`src/rtl/alu_issue_pkg.sv`:
```
// alu_issue_pkg
// Shared definitions for the ALU issue/capture stage: datapath width, the
// 4-bit ALU opcode encoding (names match the ALU itself), and the MIPS
// primary opcode / R-type funct values recognised by the decoder.
// No ports; imported by alu_issue_decode and alu_issue_stage.
package alu_issue_pkg;

  localparam int DATA_WIDTH = 32;

  typedef enum logic [3:0] {
    AND          = 4'b0000,
    OR           = 4'b0001,
    ADD          = 4'b0010,
    LF_16        = 4'b0011,
    UNSIGNED_SLT = 4'b0100,
    SLL          = 4'b0101,
    SUB          = 4'b0110,
    SIGNED_SLT   = 4'b0111,
    NOR          = 4'b1001,
    XOR          = 4'b1010,
    SRA          = 4'b1011,
    SRL          = 4'b1100
  } alu_op_t;

  // Primary opcodes
  localparam logic [5:0] OP_RTYPE = 6'h00;
  localparam logic [5:0] OP_ADDI  = 6'h08;
  localparam logic [5:0] OP_ADDIU = 6'h09;
  localparam logic [5:0] OP_SLTI  = 6'h0A;
  localparam logic [5:0] OP_SLTIU = 6'h0B;
  localparam logic [5:0] OP_ANDI  = 6'h0C;
  localparam logic [5:0] OP_ORI   = 6'h0D;
  localparam logic [5:0] OP_XORI  = 6'h0E;
  localparam logic [5:0] OP_LUI   = 6'h0F;

  // R-type funct codes
  localparam logic [5:0] FN_SLL  = 6'h00;
  localparam logic [5:0] FN_SRL  = 6'h02;
  localparam logic [5:0] FN_SRA  = 6'h03;
  localparam logic [5:0] FN_SLLV = 6'h04;
  localparam logic [5:0] FN_SRLV = 6'h06;
  localparam logic [5:0] FN_SRAV = 6'h07;
  localparam logic [5:0] FN_ADD  = 6'h20;
  localparam logic [5:0] FN_ADDU = 6'h21;
  localparam logic [5:0] FN_SUB  = 6'h22;
  localparam logic [5:0] FN_SUBU = 6'h23;
  localparam logic [5:0] FN_AND  = 6'h24;
  localparam logic [5:0] FN_OR   = 6'h25;
  localparam logic [5:0] FN_XOR  = 6'h26;
  localparam logic [5:0] FN_NOR  = 6'h27;
  localparam logic [5:0] FN_SLT  = 6'h2A;
  localparam logic [5:0] FN_SLTU = 6'h2B;

endpackage

```
`src/rtl/alu_issue_decode.sv`:
```
// alu_issue_decode
// Purely combinational decoder: turns a MIPS instruction plus its rs/rt
// operand values into the ALU opcode, A/B operands, destination register,
// write enable and an illegal-instruction flag.
// Ports:
//   instr   in  32  instruction word
//   rs_val  in  DW  value of register rs
//   rt_val  in  DW  value of register rt
//   op      out 4   ALU opcode
//   a, b    out DW  ALU operands
//   dest    out 5   destination register index
//   we      out 1   register write enable (legal and dest != 0)
//   illegal out 1   instruction outside the decode set
module alu_issue_decode
  import alu_issue_pkg::*;
(
  input  logic [31:0]           instr,
  input  logic [DATA_WIDTH-1:0] rs_val,
  input  logic [DATA_WIDTH-1:0] rt_val,
  output alu_op_t               op,
  output logic [DATA_WIDTH-1:0] a,
  output logic [DATA_WIDTH-1:0] b,
  output logic [4:0]            dest,
  output logic                  we,
  output logic                  illegal
);

  logic [5:0]            opcode;
  logic [4:0]            rt_idx;
  logic [4:0]            rd_idx;
  logic [4:0]            shamt;
  logic [5:0]            funct;
  logic [15:0]           imm;
  logic [DATA_WIDTH-1:0] imm_sext;
  logic [DATA_WIDTH-1:0] imm_zext;
  logic [DATA_WIDTH-1:0] shamt_ext;
  logic                  legal;

  // rs index (instr[25:21]) only matters through rs_val, so it is not split out
  assign opcode    = instr[31:26];
  assign rt_idx    = instr[20:16];
  assign rd_idx    = instr[15:11];
  assign shamt     = instr[10:6];
  assign funct     = instr[5:0];
  assign imm       = instr[15:0];
  assign imm_sext  = {{(DATA_WIDTH-16){imm[15]}}, imm};
  assign imm_zext  = {{(DATA_WIDTH-16){1'b0}}, imm};
  assign shamt_ext = {{(DATA_WIDTH-5){1'b0}}, shamt};

  // Field selection per instruction class; anything unrecognised collapses
  // to a harmless AND of zeros with no destination.
  always_comb begin
    op    = AND;
    a     = '0;
    b     = '0;
    dest  = '0;
    legal = 1'b0;
    case (opcode)
      OP_RTYPE: begin
        legal = 1'b1;
        dest  = rd_idx;
        b     = rt_val;
        a     = rs_val;
        case (funct)
          FN_SLL:          begin op = SLL; a = shamt_ext; end
          FN_SRL:          begin op = SRL; a = shamt_ext; end
          FN_SRA:          begin op = SRA; a = shamt_ext; end
          FN_SLLV:         op = SLL;
          FN_SRLV:         op = SRL;
          FN_SRAV:         op = SRA;
          FN_ADD, FN_ADDU: op = ADD;
          FN_SUB, FN_SUBU: op = SUB;
          FN_AND:          op = AND;
          FN_OR:           op = OR;
          FN_XOR:          op = XOR;
          FN_NOR:          op = NOR;
          FN_SLT:          op = SIGNED_SLT;
          FN_SLTU:         op = UNSIGNED_SLT;
          default:         legal = 1'b0;
        endcase
      end
      OP_ADDI, OP_ADDIU: begin legal = 1'b1; op = ADD;          a = rs_val; b = imm_sext; dest = rt_idx; end
      OP_SLTI:           begin legal = 1'b1; op = SIGNED_SLT;   a = rs_val; b = imm_sext; dest = rt_idx; end
      OP_SLTIU:          begin legal = 1'b1; op = UNSIGNED_SLT; a = rs_val; b = imm_sext; dest = rt_idx; end
      OP_ANDI:           begin legal = 1'b1; op = AND;          a = rs_val; b = imm_zext; dest = rt_idx; end
      OP_ORI:            begin legal = 1'b1; op = OR;           a = rs_val; b = imm_zext; dest = rt_idx; end
      OP_XORI:           begin legal = 1'b1; op = XOR;          a = rs_val; b = imm_zext; dest = rt_idx; end
      // The ALU itself moves B[15:0] into the upper half for LUI
      OP_LUI:            begin legal = 1'b1; op = LF_16;        a = '0;     b = imm_zext; dest = rt_idx; end
      default:           legal = 1'b0;
    endcase
    if (!legal) begin
      op   = AND;
      a    = '0;
      b    = '0;
      dest = '0;
    end
  end

  assign we      = legal && (dest != 5'd0);
  assign illegal = !legal;

endmodule

```
`src/rtl/alu_issue_stage.sv`:
```
// alu_issue_stage
// Two-register issue/capture stage in front of the ALU. An accepted
// instruction is decoded into the EX register (which drives the ALU), and
// the ALU's combinational result is captured into the WB register together
// with its destination, write enable and illegal flag.
// Optional feature macro: ALU_BYPASS_EN -- forwards in-flight results
// (EX entry first, then WB entry) onto rs/rt at accept time.
// Ports:
//   clk, resetn                 clock, asynchronous active-low reset
//   in_valid/in_ready           upstream handshake
//   in_instr, in_rs_val/rt_val  instruction and register-file operands
//   alu_a, alu_b, alu_op        ALU inputs (EX register)
//   alu_result                  combinational ALU output
//   out_valid/out_ready         downstream handshake
//   out_result, out_dest,
//   out_we, out_illegal         captured writeback entry (WB register)
module alu_issue_stage
  import alu_issue_pkg::*;
(
  input  logic                  clk,
  input  logic                  resetn,
  input  logic                  in_valid,
  output logic                  in_ready,
  input  logic [31:0]           in_instr,
  input  logic [DATA_WIDTH-1:0] in_rs_val,
  input  logic [DATA_WIDTH-1:0] in_rt_val,
  output logic [DATA_WIDTH-1:0] alu_a,
  output logic [DATA_WIDTH-1:0] alu_b,
  output logic [3:0]            alu_op,
  input  logic [DATA_WIDTH-1:0] alu_result,
  output logic                  out_valid,
  input  logic                  out_ready,
  output logic [DATA_WIDTH-1:0] out_result,
  output logic [4:0]            out_dest,
  output logic                  out_we,
  output logic                  out_illegal
);

  logic                  ex_valid;
  logic [4:0]            ex_dest;
  logic                  ex_we;
  logic                  ex_illegal;

  logic                  w_ready;
  logic                  ex_ready;
  logic                  accept;
  logic                  advance;

  logic [DATA_WIDTH-1:0] rs_eff;
  logic [DATA_WIDTH-1:0] rt_eff;

  alu_op_t               dec_op;
  logic [DATA_WIDTH-1:0] dec_a;
  logic [DATA_WIDTH-1:0] dec_b;
  logic [4:0]            dec_dest;
  logic                  dec_we;
  logic                  dec_illegal;

  // A stage can take new data when it is empty or its occupant leaves this
  // cycle, so a full pipeline still streams one instruction per cycle.
  assign w_ready  = !out_valid || out_ready;
  assign ex_ready = !ex_valid || w_ready;
  assign in_ready = ex_ready;
  assign accept   = in_valid && ex_ready;
  assign advance  = ex_valid && w_ready;

`ifdef ALU_BYPASS_EN
  logic [4:0] rs_idx;
  logic [4:0] rt_idx;

  assign rs_idx = in_instr[25:21];
  assign rt_idx = in_instr[20:16];

  // The youngest producer wins: the EX entry's result is still on the ALU
  // output, the older WB entry is in out_result. $0 is never forwarded.
  function automatic logic [DATA_WIDTH-1:0] fwd(
    input logic [4:0]            idx,
    input logic [DATA_WIDTH-1:0] rf_val,
    input logic                  exv,
    input logic                  exw,
    input logic [4:0]            exd,
    input logic [DATA_WIDTH-1:0] exr,
    input logic                  wbv,
    input logic                  wbw,
    input logic [4:0]            wbd,
    input logic [DATA_WIDTH-1:0] wbr
  );
    logic [DATA_WIDTH-1:0] val;
    val = rf_val;
    if (idx != 5'd0) begin
      if (exv && exw && (exd == idx)) begin
        val = exr;
      end else if (wbv && wbw && (wbd == idx)) begin
        val = wbr;
      end
    end
    return val;
  endfunction

  assign rs_eff = fwd(rs_idx, in_rs_val, ex_valid, ex_we, ex_dest, alu_result,
                      out_valid, out_we, out_dest, out_result);
  assign rt_eff = fwd(rt_idx, in_rt_val, ex_valid, ex_we, ex_dest, alu_result,
                      out_valid, out_we, out_dest, out_result);
`else
  assign rs_eff = in_rs_val;
  assign rt_eff = in_rt_val;
`endif

  alu_issue_decode u_decode (
    .instr   (in_instr),
    .rs_val  (rs_eff),
    .rt_val  (rt_eff),
    .op      (dec_op),
    .a       (dec_a),
    .b       (dec_b),
    .dest    (dec_dest),
    .we      (dec_we),
    .illegal (dec_illegal)
  );

  // EX register: data fields load only on accept so the ALU inputs stay
  // quiet while the stage is empty.
  always_ff @(posedge clk or negedge resetn) begin
    if (!resetn) begin
      ex_valid   <= 1'b0;
      alu_a      <= '0;
      alu_b      <= '0;
      alu_op     <= AND;
      ex_dest    <= '0;
      ex_we      <= 1'b0;
      ex_illegal <= 1'b0;
    end else if (accept) begin
      ex_valid   <= 1'b1;
      alu_a      <= dec_a;
      alu_b      <= dec_b;
      alu_op     <= dec_op;
      ex_dest    <= dec_dest;
      ex_we      <= dec_we;
      ex_illegal <= dec_illegal;
    end else if (advance) begin
      ex_valid   <= 1'b0;
    end
  end

  // WB register: capture the ALU output as the EX entry moves on; a pop and
  // a push in the same cycle simply replace the entry.
  always_ff @(posedge clk or negedge resetn) begin
    if (!resetn) begin
      out_valid   <= 1'b0;
      out_result  <= '0;
      out_dest    <= '0;
      out_we      <= 1'b0;
      out_illegal <= 1'b0;
    end else if (advance) begin
      out_valid   <= 1'b1;
      out_result  <= alu_result;
      out_dest    <= ex_dest;
      out_we      <= ex_we;
      out_illegal <= ex_illegal;
    end else if (out_valid && out_ready) begin
      out_valid   <= 1'b0;
    end
  end

endmodule

```
`config.mk`:
```
export PLATFORM = sky130hd
export DESIGN_NAME = alu_issue_stage
export DESIGN_NICKNAME = d
export VERILOG_FILES = /design/src/rtl/alu_issue_pkg.sv /design/src/rtl/alu_issue_decode.sv /design/src/rtl/alu_issue_stage.sv
export SDC_FILE = /design/constraint.sdc
export NUM_CORES = 1
export LEC_CHECK = 0
export ABC_CLOCK_PERIOD_IN_PS = 2000
export CORE_AREA = 2 2 140 88
export DETAILED_ROUTE_END_ITERATION = 16
export DIE_AREA = 0 0 142 90
export DONT_BUFFER_PORTS = 1
export PLACE_DENSITY = 0.64
export SYNTH_ARGS = -nofsm -noshare
export SYNTH_HDL_FRONTEND = slang
export SYNTH_SLANG_ARGS = --single-unit
```
`constraint.sdc`:
```
create_clock -name clk -period 2 [get_ports clk]
set_input_delay 0.3 -clock clk [delete_from_list [all_inputs] [get_ports clk]]
set_output_delay 0.3 -clock clk [all_outputs]
set_load 0.1 [all_outputs]
```
==> impl_summary.md <==
Floorplanning
The number of placement rows is 31. The die covers 0.01278 sq mm. Once the floorplan was initialized, standard cells occupied a little over two fifths of the core. The boundary pin count is 241.

In this run the horizontal extent of the chip is 142 um. In this run the vertical extent of the chip is approximately 90 um. The core footprint is 0.01160 sq mm.

Finish
The finished cells cover 0.006429 sq mm. In the final layout, the multi-input gates occupy between 0.002 and 0.0025 sq mm. Leaving out fill and tap cells, the most frequent cells in the layout are 115 x sky130_fd_sc_hd__dfrtp_1, 99 x sky130_fd_sc_hd__nand2_1, 81 x sky130_fd_sc_hd__buf_4.

The leading cell type in the layout, fill and taps excluded is sky130_fd_sc_hd__dfrtp_1. Of the cells placed in the final design, the portion with a size suffix greater than 1 is 34.54%. The area added between synthesis and finish is 27.30%. Summing all flip-flop and latch instances after layout gives ~0.0029 sq mm. The total number of nets in the final design is 673.

Cells fill 55.43% of the core in the end. After filler insertion, the fill cell instance count of the layout stands at 981. The final antenna diode count is 0.

Synthesis
The total number of yosys warnings is 0. The synthesized netlist occupies a cell area of between 0.005 and 0.006 sq mm. Sorting the synthesized cells by area gives the leading types as sky130_fd_sc_hd__dfrtp_1 57%, sky130_fd_sc_hd__mux2_2 8.9%, sky130_fd_sc_hd__nand2_1 7.4%, sky130_fd_sc_hd__a21oi_1 4.6%, sky130_fd_sc_hd__o21ai_2 4.2%. Of the post-synthesis cell area, the dominant cell type holds 57.48%. When the netlist entered floorplanning its net count stood at 598.

The average instance in the mapped netlist occupies ~11 sq um. The register area share after synthesis is between 50% and 60%. After synthesis, the netlist uses 42 different library cells. The share of synthesized flip-flops with an asynchronous set or reset is 100.0%. The cell count after synthesis is 466.

The leading register cell type out of synthesis is sky130_fd_sc_hd__dfrtp_1. The synthesized design contains 0 enable-type register cells. The post-synthesis sequential element count is about 120. Summed over all instances, the cell type with the most area after synthesis is sky130_fd_sc_hd__dfrtp_1.

Critical path
STA puts the critical path data required time at ~2.2 ns. The cell with the largest stage delay on the worst path is sky130_fd_sc_hd__a221oi_2. In this design, the largest share of critical-path delay is due to compound AO/OA/AOI/OAI gates.

The highest cell delay on the worst timing path is 0.84 ns. The class of the most critical setup path is flop to flop. The data arrival time at the worst-slack endpoint is 2.12 ns. Walking the worst path, the cells encountered are nand3b_1 > nand2_2 > a221oi_2 > a21oi_1. Along the worst path, the maximum fanout reaches 13. The type of destination of the critical path is a flop. The number of buffers and inverters on the critical path is 0. STA classifies the critical path startpoint as a flop.

Placement
OpenSTA, run right after detailed placement, puts the worst setup slack at -0.08902 ns. Summing all placed instances gives a cell area of 0.005796 sq mm. Detailed placement finished with a half-perimeter wire length of 9363 um. The count of buffers from port buffering is 0. The global placer's final weighted congestion is 0.8400.

Timing
For this run, the top clock speed supported by timing is 526.7 MHz. Setup repair after global routing left no endpoint under its margin. Across all hold checks on the routed design, the worst slack comes to -0.3984 ns. The maximum clock skew at final layout is 0.006998 ns. The slew at the pin closest to its max-slew limit is ~1.1 ns. The hold violation count in the final report is 116. The number of failing setup endpoints in the final timing report is 0. The max-slew violation total from the final report was 0.

The max-slew headroom at the worst pin is 26.60%. Setup slack on the critical path of the routed design comes to between 0.1 and 0.15 ns. Dividing the final minimum period by the clock period gives 94.93%. Subtracting the final worst setup slack from the clock period gives 1.899 ns.

Drt
Using the TritonRoute via totals, the vias-per-cell ratio works out to 5.514. Summed over all layers, the routed wires come to 13570 um. The post-detailed-route DRC marker count is 0. After the first detailed-routing iteration, the DRC count stood at 219. The number of nets still failing antenna checks after routing is 0.

Across all layers, the routed design uses approximately 3900 vias. The average wire length per cell after detail routing is 19.36 um. The number of iterations in the first detailed-routing pass is 4.

Status
The flow ran to the end, but the final reports show violations. The final reports fail on hold timing.

Flow run
The number of maximum-capacitance violations is 0.

Power and ir drop
In this run the static leakage power is 2.830 nW. The internal portion of the total power is ~4.9 mW. The power consumption is 8.058 mW. The analysis attributes to net switching a power of roughly 3.1 mW. Of the total power, the clock network draws 38.3%. The total power per unit cell area is 1253 mW/mm^2. The worst IR drop on VDD is 0.0005783 V. Combinational cells account for 14.7% of the total power.

The switching power share of the total is 39.00%. The share of total power in sequential cells is between 40% and 50%.

Clock tree
In this run the number of H-tree levels came out at 4. The source-to-sink clock delay at the later pin of the worst-skew pair is 0.39 ns. CTS placed an instance of sky130_fd_sc_hd__clkbuf_16 at the clock tree root. After clock tree synthesis, the repair step resized 0 gates. CTS saw around 120 sinks. After clock tree synthesis, the clock-pin slew on the worst setup and hold paths is 0.06 ns.

The clock tree from TritonCTS is built. Counting the buffers created by CTS gives 17. The maximum count of clock buffers along a single path is 2. The number of buffers inserted for hold repair after clock tree synthesis is 1.

Min path
The type of the worst min-delay path is input pin to asynchronous set/reset pin.

GRT
The initial antenna violation count is 0. Entering global routing, the biggest net connects 117 pins. The via count of the first global-routing pass was 4061. The total routing resource utilization after global routing is 21.36%. After global routing the overflow that remains totals 0. The wire length of the first global-routing pass is 21440 um.
==> per-layer routing <==
| layer | up-vias | GRT usage, % | share of wire, % |
|---|---|---|---|
| li1 | 1789 | - | - |
| met3 | 10 | 7.246 | 7.8 |
| met2 | 159 | 33.70 | 48 |
| met1 | 1907 | 27.75 | 43 |
| met5 | - | 0 | 0 |
| met4 | 0 | 7.083 | 0.80 |
==> synthesized netlist by cell type (6+ instances only) <==
library cell / number
sky130_fd_sc_hd__dfrtp_1: 116
sky130_fd_sc_hd__nand2_1: 100
sky130_fd_sc_hd__a21oi_1: 46
sky130_fd_sc_hd__mux2_2: 40
sky130_fd_sc_hd__clkbuf_1: 24
sky130_fd_sc_hd__o21ai_2: 24
sky130_fd_sc_hd__a22oi_1: 20
sky130_fd_sc_hd__nor2_1: 17
sky130_fd_sc_hd__o21ai_0: 15
sky130_fd_sc_hd__buf_6: 6
==> sequential cells by signal, summed over array words and instances (netlist names) <==
| signal | flops |
|---|---|
| alu_b | 32 |
| out_result | 32 |
| ex_dest | 5 |
| ex_illegal | 1 |
| ex_valid | 1 |
| ex_we | 1 |
| out_we | 1 |
| out_illegal | 1 |
| alu_a | 32 |
| out_valid | 1 |
| alu_op | 4 |
| out_dest | 5 |
==> worst register-to-register path, stage by stage (launching register included) <==
cell and delay [ns]:
sky130_fd_sc_hd__dfrtp_4 0.47, sky130_fd_sc_hd__nand3b_1 0.16, sky130_fd_sc_hd__nand2_2 0.16, sky130_fd_sc_hd__a221oi_2 0.84, sky130_fd_sc_hd__a21oi_1 0.09
==> power groups by stage <==
stage	clock (mW)	combinational (mW)	sequential (mW)
after floorplan	0	0.431	4.33
after global placement	0	1.16	3.82
after detailed placement	0	1.18	3.83
after CTS	3.16	1.19	3.79
after global routing	3.29	1.25	3.81
final	3.09	1.19	3.78
==> final timing paths <==
kind / from / to / slack [ns] / cells after the start
max: out_valid$_DFFE_PN0P_ / alu_a[21]$_DFFE_PN0P_ / 0.10 / 4
min: resetn / out_illegal$_DFFE_PN0P_ / -0.40 / 0
max reg2reg: out_valid$_DFFE_PN0P_ / alu_a[21]$_DFFE_PN0P_ / 0.10 / 4
min reg2reg: ex_illegal$_DFFE_PN0P_ / ex_illegal$_DFFE_PN0P_ / 0.48 / 1
max in group asynchronous: resetn / alu_b[21]$_DFFE_PN0P_ / 2.24 / 0
min in group clk: in_rs_val[28] / alu_a[28]$_DFFE_PN0P_ / 0.03 / 2
==> final cells by class <==
cell class | count | share of cell area, %
flip-flops and latches | 116 | 45.21
multi-input cells | 317 | 31.16
repair buffers | 87 | 11.17
clock buffers | 19 | 7.046
well taps | 148 | 2.881
clock inverters | 12 | 2.413
inverters | 2 | 0.1168
==> per-stage QoR <==
step,setup TNS (ns),std cells
floorplan,-36.55,466
global placement,-0.7924,668
detailed placement,-1.777,668
CTS,0,700
global route,0,701
finish,0,701
==> timing repair <==
item / in CTS / in global routing
setup endpoints to repair: 0 / 27
endpoints found under the hold margin: 117 / 116
setup buffers: 0 / 0
==> cell families after synthesis <==
logic type	count (synthesis)	synth area share, %
muxes	40	8.920
AOI/OAI and AO/OA	129	17.05
DFF	116	57.48
and+or+nand+nor	147	13.11
buffers and inverters	34	3.444
(Power assumes the default switching activity.)
